`src/rtl/bp_bht_btb.sv`:
```
// Dynamic branch predictor: direct-mapped BHT/BTB in flops, combinational lookup and mispredict.
// Optional BP_PERF_CNT_EN adds perf_lookups / perf_mispredicts counters.
module bp_bht_btb #(
    parameter int unsigned IDX_BITS = 4,
    parameter int unsigned TAG_BITS = 6,
    parameter int unsigned CTR_BITS = 2
) (
    input  logic        clk,
    input  logic        rst_n,
    input  logic [15:0] lk_pc,
    output logic        lk_taken,
    output logic [15:0] lk_target,
    output logic        lk_hit,
    input  logic        stall,
    input  logic        upd_valid,
    input  logic        upd_cond,
    input  logic [15:0] upd_pc,
    input  logic        upd_taken,
    input  logic [15:0] upd_target,
    input  logic        upd_pred_taken,
    input  logic [15:0] upd_pred_target,
    output logic        mispredict,
`ifdef BP_PERF_CNT_EN
    output logic [31:0] perf_lookups,
    output logic [31:0] perf_mispredicts,
`endif
    output logic [15:0] redirect_pc
);

    localparam int unsigned ENTRIES = 1 << IDX_BITS;
    localparam logic [CTR_BITS-1:0] CTR_MAX  = '1;
    localparam logic [CTR_BITS-1:0] CTR_ZERO = '0;
    localparam logic [CTR_BITS-1:0] CTR_WEAK = CTR_BITS'(1 << (CTR_BITS - 1));

    logic                valid_q  [ENTRIES];
    logic [TAG_BITS-1:0] tag_q    [ENTRIES];
    logic [15:0]         target_q [ENTRIES];
    logic [CTR_BITS-1:0] ctr_q    [ENTRIES];

    logic [IDX_BITS-1:0] lk_idx;
    logic [TAG_BITS-1:0] lk_tag;
    logic [IDX_BITS-1:0] upd_idx;
    logic [TAG_BITS-1:0] upd_tag;
    logic                upd_qual;
    logic                upd_hit;
    logic [CTR_BITS-1:0] ctr_cur;

    logic                wr_en;
    logic [TAG_BITS-1:0] nxt_tag;
    logic [15:0]         nxt_target;
    logic [CTR_BITS-1:0] nxt_ctr;

    // Only the index/tag fields of the PCs feed the table; the rest is folded here.
    logic                lint_unused;
    assign lint_unused = ^{lk_pc, upd_pc};

    // Lookup path: no bypass from a same-cycle update.
    always_comb begin
        lk_idx    = lk_pc[IDX_BITS:1];
        lk_tag    = lk_pc[IDX_BITS+TAG_BITS:IDX_BITS+1];
        lk_hit    = valid_q[lk_idx] && (tag_q[lk_idx] == lk_tag);
        lk_taken  = lk_hit && ctr_q[lk_idx][CTR_BITS-1];
        lk_target = lk_taken ? target_q[lk_idx] : lk_pc + 16'd2;
    end

    always_comb begin
        upd_idx     = upd_pc[IDX_BITS:1];
        upd_tag     = upd_pc[IDX_BITS+TAG_BITS:IDX_BITS+1];
        upd_qual    = rst_n && upd_valid && !stall;
        upd_hit     = valid_q[upd_idx] && (tag_q[upd_idx] == upd_tag);
        mispredict  = upd_qual && ((upd_pred_taken != upd_taken) ||
                                   (upd_taken && (upd_pred_target != upd_target)));
        redirect_pc = upd_taken ? upd_target : upd_pc + 16'd2;
    end

    // Next contents of the indexed entry; a miss-taken allocates over any occupant.
    always_comb begin
        ctr_cur    = ctr_q[upd_idx];
        wr_en      = 1'b0;
        nxt_tag    = tag_q[upd_idx];
        nxt_target = target_q[upd_idx];
        nxt_ctr    = ctr_cur;
        if (upd_qual) begin
            if (upd_hit) begin
                wr_en = 1'b1;
                if (!upd_cond) begin
                    nxt_ctr = CTR_MAX;
                end else if (upd_taken) begin
                    nxt_ctr = (ctr_cur == CTR_MAX) ? ctr_cur : ctr_cur + CTR_BITS'(1);
                end else begin
                    nxt_ctr = (ctr_cur == CTR_ZERO) ? ctr_cur : ctr_cur - CTR_BITS'(1);
                end
                if (upd_taken) begin
                    nxt_target = upd_target;
                end
            end else if (upd_taken) begin
                wr_en      = 1'b1;
                nxt_tag    = upd_tag;
                nxt_target = upd_target;
                nxt_ctr    = upd_cond ? CTR_WEAK : CTR_MAX;
            end
        end
    end

    always_ff @(posedge clk) begin
        if (!rst_n) begin
            for (int unsigned i = 0; i < ENTRIES; i++) begin
                valid_q[i]  <= 1'b0;
                tag_q[i]    <= '0;
                target_q[i] <= '0;
                ctr_q[i]    <= '0;
            end
        end else if (wr_en) begin
            valid_q[upd_idx]  <= 1'b1;
            tag_q[upd_idx]    <= nxt_tag;
            target_q[upd_idx] <= nxt_target;
            ctr_q[upd_idx]    <= nxt_ctr;
        end
    end

`ifdef BP_PERF_CNT_EN
    always_ff @(posedge clk) begin
        if (!rst_n) begin
            perf_lookups     <= '0;
            perf_mispredicts <= '0;
        end else begin
            if (upd_qual) begin
                perf_lookups <= perf_lookups + 32'd1;
            end
            if (mispredict) begin
                perf_mispredicts <= perf_mispredicts + 32'd1;
            end
        end
    end
`endif

endmodule

```
`config.mk`:
```
export PLATFORM = sky130hd
export DESIGN_NAME = bp_bht_btb
export DESIGN_NICKNAME = d
export VERILOG_FILES = /design/src/rtl/bp_bht_btb.sv
export SDC_FILE = /design/constraint.sdc
export NUM_CORES = 1
export LEC_CHECK = 0
export BUFFER_PORTS_ARGS = -buffer_cell sky130_fd_sc_hd__buf_2
export CAP_MARGIN = 20
export CORE_AREA = 2 2 209 211
export DETAILED_ROUTE_END_ITERATION = 6
export DIE_AREA = 0 0 211 213
export GPL_TIMING_DRIVEN = 0
export PLACE_DENSITY = 0.74
export RECOVER_POWER = 25
export SYNTH_ARGS = -nofsm -noshare
export SYNTH_HDL_FRONTEND = slang
export SYNTH_SLANG_ARGS = --single-unit
```
`constraint.sdc`:
```
create_clock -name clk -period 4.25 [get_ports clk]
set_clock_uncertainty 0.2 [all_clocks]
set_input_delay 0.425 -clock clk [delete_from_list [all_inputs] [get_ports clk]]
set_output_delay 0.425 -clock clk [all_outputs]
set_load 0.01 [all_outputs]
```
### Yosys cells after proc, flatten, opt, wreduce, memory -nomap -nowiden

Memories as Yosys holds them, arrays and structs flattened.
Cells that the tools add are included.

* register bits after elaboration: 0
* bits in latches: 0
* memory bits (writable): 400
* memory bits (read-only): 0
* memories: 4

* add/sub/neg operators: 4
* multipliers: 0
* divide/modulo/power cells: 0
* $lt $le $gt $ge: 0
* eq/ne operators: 7
* shift operators: 0
* muxes and demuxes: 34
* bitwise logic cells: 0
* reductions and logical operators: 15

Memories
* target_q: words 16, width 16, rd ports 1, clocked after memory_dff 0, write ports 16, RTL line 37 `logic [15:0] target_q [ENTRIES];`
* tag_q: words 16, width 6, rd ports 2, clocked after memory_dff 0, write ports 16, RTL line 36 `logic [TAG_BITS-1:0] tag_q [ENTRIES];`
* ctr_q: words 16, width 2, rd ports 2, clocked after memory_dff 0, write ports 16, RTL line 38 `logic [CTR_BITS-1:0] ctr_q [ENTRIES];`
* valid_q: words 16, width 1, rd ports 2, clocked after memory_dff 0, write ports 16, RTL line 35 `logic valid_q [ENTRIES];`

Operator list (number)
* 16-bit 2-to-1 mux: 5
* 16-bit by 2-bit adder with 16-bit output (second input constant): 2
* 6-bit 2-to-1 mux: 4
* 2-bit 2-to-1 mux: 8
* 4-bit 2-to-1 mux: 4
* 16-bit inequality test: 1
* 16-bit OR reduction: 1
* 1-bit 2-to-1 mux: 13
* 6-bit equality test: 2
* 1-bit logical AND: 7
* 6-bit OR reduction: 1
* 3-bit AND reduction: 1
* 2-bit by 1-bit adder with 2-bit output (second input constant): 1
* 2-bit equality test (second input constant): 1
* 2-bit logical NOT: 1
* 2-bit inequality test (second input constant): 1
* 2-bit OR reduction: 1
* 2-bit by 1-bit subtractor with 2-bit output (second input constant): 1
* 1-bit logical NOT: 1
* 1-bit logical OR: 1
* 1-bit inequality test: 1
* 1-bit inequality test (second input constant): 1
* 1-bit OR reduction: 1

### Depth between registers and ports, before layout

An unclocked memory read counts as a cell.

* word-level depth: 11
* depth in mapped cells: 14
* gate-level depth less buffers: 8

### Worst setup path after synthesis

OpenSTA, ideal clock, no wires.

* path kind: input-to-output
* start: input lk_pc[1]
* end: output lk_target[0]
* arrival: 3105 ps
* data required time: 3625 ps
* slack: 520 ps
* cell stages on the path: 8
* buffers on the path: 5
* cells stage by stage: buf_6 -> buf_6 -> buf_2 -> buf_1 -> buf_2 -> mux4_2 -> mux4_2 -> mux2_2

* longest elaborated chain between the ends: 5
* elaborated cells between the ends (all ways): 8
* those cells by class: eq/ne (1); mux (1); reduce/logical (2); memory (4)

RTL lines
* from (decl): RTL line 10 `input logic [15:0] lk_pc,`
* memory 16 x 6 bit
* 6-bit equality test: RTL line 61 `lk_hit = valid_q[lk_idx] && (tag_q[lk_idx] == lk_tag);`
* 1-bit logical AND: RTL line 61
* 1-bit logical AND: RTL line 62 `lk_taken = lk_hit && ctr_q[lk_idx][CTR_BITS-1];`
* 16-bit 2-to-1 mux (*): RTL line 63 `lk_target = lk_taken ? target_q[lk_idx] : lk_pc + 16'd2;`
* to (decl): RTL line 12 `output logic [15:0] lk_target,`

Mark *: on every way between the ends. The rest lies on a longest branch, timed or not.

### Worst setup path in the final report

* start: input lk_pc[2]
* end: output lk_target[2]

The elaborated chain is that of the path after synthesis.

==> impl_metrics.prom <==
# TYPE chip_impl_metric gauge
chip_impl_metric{name="synth_area",unit="um2"} 20800
chip_impl_metric{name="synthesis.instances",unit=""} 1427
chip_impl_metric{name="postRouteAntennaNets",unit=""} 0
chip_impl_metric{name="clockBufferDepth",unit=""} 3
chip_impl_metric{name="vdd_drop_max",unit="mV"} 0.300
chip_impl_metric{name="antenna_found_initial",unit=""} 0
chip_impl_metric{name="worstMarginPinSlew",unit="ps"} 1360
chip_impl_info{name="critPathLaunchType",value="input pin"} 1
chip_impl_metric{name="timing.max_slew.rel_slack",unit="%"} 8.14
chip_impl_metric{name="yosysSeqAreaShare",unit="%"} 57.1
chip_impl_metric{name="post_synth_top_area_share",unit="%"} 55.5
chip_impl_metric{name="clock_tree.htree_level_count",unit=""} 2
chip_impl_metric{name="synthToLayoutAreaGrowth",unit="%"} 14.3
chip_impl_metric{name="routed-via-count",unit=""} 13500
chip_impl_metric{name="clkLatencyLatePin",unit="ps"} 560
chip_impl_metric{name="timing.final.max_slew_violations",unit=""} 0
chip_impl_metric{name="setup-violations-final",unit=""} 0
chip_impl_info{name="post_synth_most_frequent_cells",value="sky130_fd_sc_hd__edfxtp_1 (384), sky130_fd_sc_hd__and2_1 (260), sky130_fd_sc_hd__mux4_2 (146)"} 1
chip_impl_metric{name="detailedPlace.worstSlack",unit="ps"} -1240
chip_impl_info{name="crit_type",value="input pin to primary output"} 1
chip_impl_metric{name="fin_hold_ws",unit="ps"} 94.5
chip_impl_metric{name="number_of_buffers_added_by_the_clock_tree_synthesis_step",unit=""} 43
chip_impl_metric{name="leakagePower",unit="nW"} 7.96
chip_impl_info{name="crit-reg2reg-capture",value="tag_q[1][5]"} 1
chip_impl_metric{name="post-place-cells",unit=""} 2101
chip_impl_metric{name="grt_start_max_net_pins",unit=""} 17
chip_impl_info{name="main_flop_type_after_synthesis",value="sky130_fd_sc_hd__edfxtp_1"} 1
chip_impl_metric{name="synth_async_sr_flop_share",unit="%"} 0
chip_impl_metric{name="floorplan.die.height",unit="um"} 213
chip_impl_metric{name="reg2reg_slack",unit="ps"} 370
chip_impl_metric{name="final_critical_path_share_of_the_clock_period",unit="%"} 98.5
chip_impl_metric{name="final_cell_count_no_fill",unit=""} 2182
chip_impl_info{name="min_path_type",value="input pin to flop"} 1
chip_impl_metric{name="antenna_cells_inserted",unit=""} 0
chip_impl_info{name="synth_top_cells_by_area",value="sky130_fd_sc_hd__edfxtp_1 (56%), sky130_fd_sc_hd__mux4_2 (16%), sky130_fd_sc_hd__and2_1 (7.8%)"} 1
chip_impl_metric{name="port_buffers",unit=""} 102
chip_impl_metric{name="nets",unit=""} 1681
chip_impl_metric{name="global_route_wire_length_before_repair",unit="um"} 88500
chip_impl_info{name="holdCritStartpoint",value="upd_target[2]"} 1
chip_impl_metric{name="first_iter_violations",unit=""} 1415
chip_impl_metric{name="detail_route.drc_violations",unit=""} 0
chip_impl_metric{name="final_hold_viol_count",unit=""} 0
chip_impl_metric{name="synth.avg_cell_area",unit="um2"} 14.6
chip_impl_metric{name="die_width",unit="um"} 211
chip_impl_metric{name="period_minus_slack",unit="ps"} 4180
chip_impl_info{name="synth_largest_area_cell",value="sky130_fd_sc_hd__edfxtp_1"} 1
chip_impl_metric{name="ys_seq_elements",unit=""} 400
chip_impl_metric{name="worst_reg_to_reg_path_cell_count",unit=""} 11
chip_impl_metric{name="worst_slack",unit="ps"} 65.8
chip_impl_metric{name="design.die.area",unit="um2"} 44900
chip_impl_metric{name="fp.coreArea",unit="um2"} 42700
chip_impl_metric{name="io-pin-count",unit=""} 106
chip_impl_metric{name="grt_util_all_layers",unit="%"} 27.3
chip_impl_metric{name="synth_nets",unit=""} 1503
chip_impl_metric{name="pwr_cell_area",unit="nW/um2"} 389
chip_impl_metric{name="fmax",unit="MHz"} 239
chip_impl_info{name="post-synth-top-count-cell",value="sky130_fd_sc_hd__edfxtp_1"} 1
chip_impl_metric{name="maxCapViolCount",unit=""} 0
chip_impl_metric{name="drive_above_1_share",unit="%"} 30.0
chip_impl_metric{name="number_of_distinct_library_cells_after_synthesis",unit=""} 49
chip_impl_info{name="tritoncts",value="done"} 1
chip_impl_metric{name="postPlaceCellArea",unit="um2"} 22300
chip_impl_metric{name="firstDrtPassIters",unit=""} 7
chip_impl_metric{name="route.detailed.wl_per_inst",unit="um"} 27.6
chip_impl_metric{name="viasPerCell",unit=""} 6.18
chip_impl_metric{name="finish.instance_area",unit="um2"} 23700
chip_impl_metric{name="worstPathArrival",unit="ps"} 3560
chip_impl_metric{name="effective_utilization_at_floorplan",unit="%"} 48.6
chip_impl_info{name="regToRegStartpoint",value="tag_q[7][5]"} 1
chip_impl_metric{name="placementRows",unit=""} 76
chip_impl_metric{name="clk_transition_reported_paths",unit="ps"} 60
chip_impl_metric{name="grt_overflow_total",unit=""} 0
chip_impl_metric{name="timing.critical_path.fanout_max",unit=""} 10
chip_impl_metric{name="first_global_vias",unit=""} 13600
chip_impl_info{name="root_buffer",value="sky130_fd_sc_hd__clkbuf_16"} 1
chip_impl_info{name="cp-end-kind",value="primary output"} 1
chip_impl_metric{name="clock_sink_count",unit=""} 400
chip_impl_metric{name="postRouteWirelength",unit="um"} 60100
chip_impl_metric{name="synthesis.yosys.warnings",unit=""} 0
chip_impl_metric{name="critical_path_required",unit="ps"} 3620
chip_impl_metric{name="hold_depth",unit=""} 2
chip_impl_info{name="outcome",value="completed"} 1
chip_impl_metric{name="gpl.final_weighted_congestion",unit=""} 0.950
chip_impl_metric{name="hpwlAfterDp",unit="um"} 43800
chip_impl_metric{name="synth_edf_count",unit=""} 384
chip_impl_info{name="min_to",value="target_q[6][2]"} 1
==> what timing repair did <==
action                                  in CTS  in global routing
endpoints found under the setup margin      51                100
gates resized for setup                     34                 26
cloned                                       0                  0
hold buffers                                 0                  0
pin swaps                                    1                  1
buffers inserted                             4                  1
==> layout make-up <==
type | instances | area, um2
buffer | 133 | 714
fill | 3445 | 19000
clock buffer | 53 | 1110
clock inverter | 23 | 211
multi-input combinational | 886 | 8340
tap | 546 | 683
sequential | 400 | 11900
inverter | 8 | 30.0
timing repair buffer | 133 | 798
==> flip-flops by register name, summed over array words and instances, names as in the netlist <==
signal / flops
tag_q: 96
ctr_q: 32
valid_q: 16
target_q: 256
==> critical path, cell delays in order <==
cell                       delay, ps
sky130_fd_sc_hd__buf_2            90
sky130_fd_sc_hd__clkbuf_1        310
sky130_fd_sc_hd__clkbuf_4        370
sky130_fd_sc_hd__clkbuf_4        350
sky130_fd_sc_hd__clkbuf_1        560
sky130_fd_sc_hd__mux4_2          440
sky130_fd_sc_hd__mux4_2          570
sky130_fd_sc_hd__mux2_2          300
sky130_fd_sc_hd__buf_2           140
==> cell usage in the layout (no fill, tap or decap), types with 8 or more instances in the layout <==
master / n
sky130_fd_sc_hd__and2_0: 80
sky130_fd_sc_hd__and2_1: 180
sky130_fd_sc_hd__and3_1: 10
sky130_fd_sc_hd__buf_2: 121
sky130_fd_sc_hd__buf_4: 20
sky130_fd_sc_hd__buf_6: 17
sky130_fd_sc_hd__buf_8: 8
sky130_fd_sc_hd__clkbuf_1: 94
sky130_fd_sc_hd__clkbuf_16: 43
sky130_fd_sc_hd__clkinv_1: 9
sky130_fd_sc_hd__dfxtp_1: 16
sky130_fd_sc_hd__edfxtp_1: 384
sky130_fd_sc_hd__inv_1: 8
sky130_fd_sc_hd__mux2_2: 20
sky130_fd_sc_hd__mux2i_1: 30
sky130_fd_sc_hd__mux4_2: 146
sky130_fd_sc_hd__nand2_1: 56
sky130_fd_sc_hd__nand3_1: 19
sky130_fd_sc_hd__nor2_1: 42
sky130_fd_sc_hd__nor2b_1: 8
sky130_fd_sc_hd__nor3_1: 66
sky130_fd_sc_hd__nor3_2: 50
sky130_fd_sc_hd__o21ai_0: 41
sky130_fd_sc_hd__o21ai_2: 14
sky130_fd_sc_hd__xnor2_1: 38
sky130_fd_sc_hd__xor2_1: 19
==> metrics by stage <==
stage | util (%) | TNS, ps | power, mW
CTS | 55.6 | -1.72 | 9.25
detailed placement | 52.3 | -89970 | 5.68
global route | 55.6 | -0.210 | 9.45
finish | 55.6 | 0 | 9.23
global placement | 51.4 | -334520 | 5.63
floorplan | - | 0 | 5.25
==> worst max-delay path by stage <==
stage / from / endpoint / slack (ps) / depth (start not counted)
finish: lk_pc[2] / lk_target[2] / 70 / 9
global route: lk_pc[2] / lk_target[2] / -0.2 / 9
CTS: upd_pc[1] / tag_q[4][5] / -0.9 / 14
detailed placement: lk_pc[2] / lk_target[11] / -1240 / 10
global placement: upd_pc[1] / tag_q[3][2] / -1460 / 12
floorplan: lk_pc[1] / lk_target[0] / 520 / 8
==> per-layer routing <==
layer | vias up | GRT usage, % | wire length [um]
met1 | 6837 | 34.1 | 22100
met2 | 742 | 46.4 | 30000
li1 | 5747 | - | -
met3 | 157 | 6.02 | 5380
met5 | - | 0 | 0
met4 | 0 | 11.4 | 2610
==> cells by family after synthesis <==
family                     count (synthesis)  share of synthesized area (%)
AOI/OAI and AO/OA                         88                           2.52
xor gates and xnor gates                  57                           2.40
adders and majority gates                  6                          0.349
buffers and inverters                    141                           3.25
DFF                                      400                           57.1
muxes                                    204                           19.0
and+or+nand+nor                          531                           15.4
==> where the power goes <==
group          internal (mW)  switching [mW]  leakage [nW]
registers               4.49          0.0629          3.87
clock network           2.05            1.57         0.632
logic                  0.425           0.639          3.46
total                   6.96            2.27          7.96
Power figures use the tool's default switching activity.
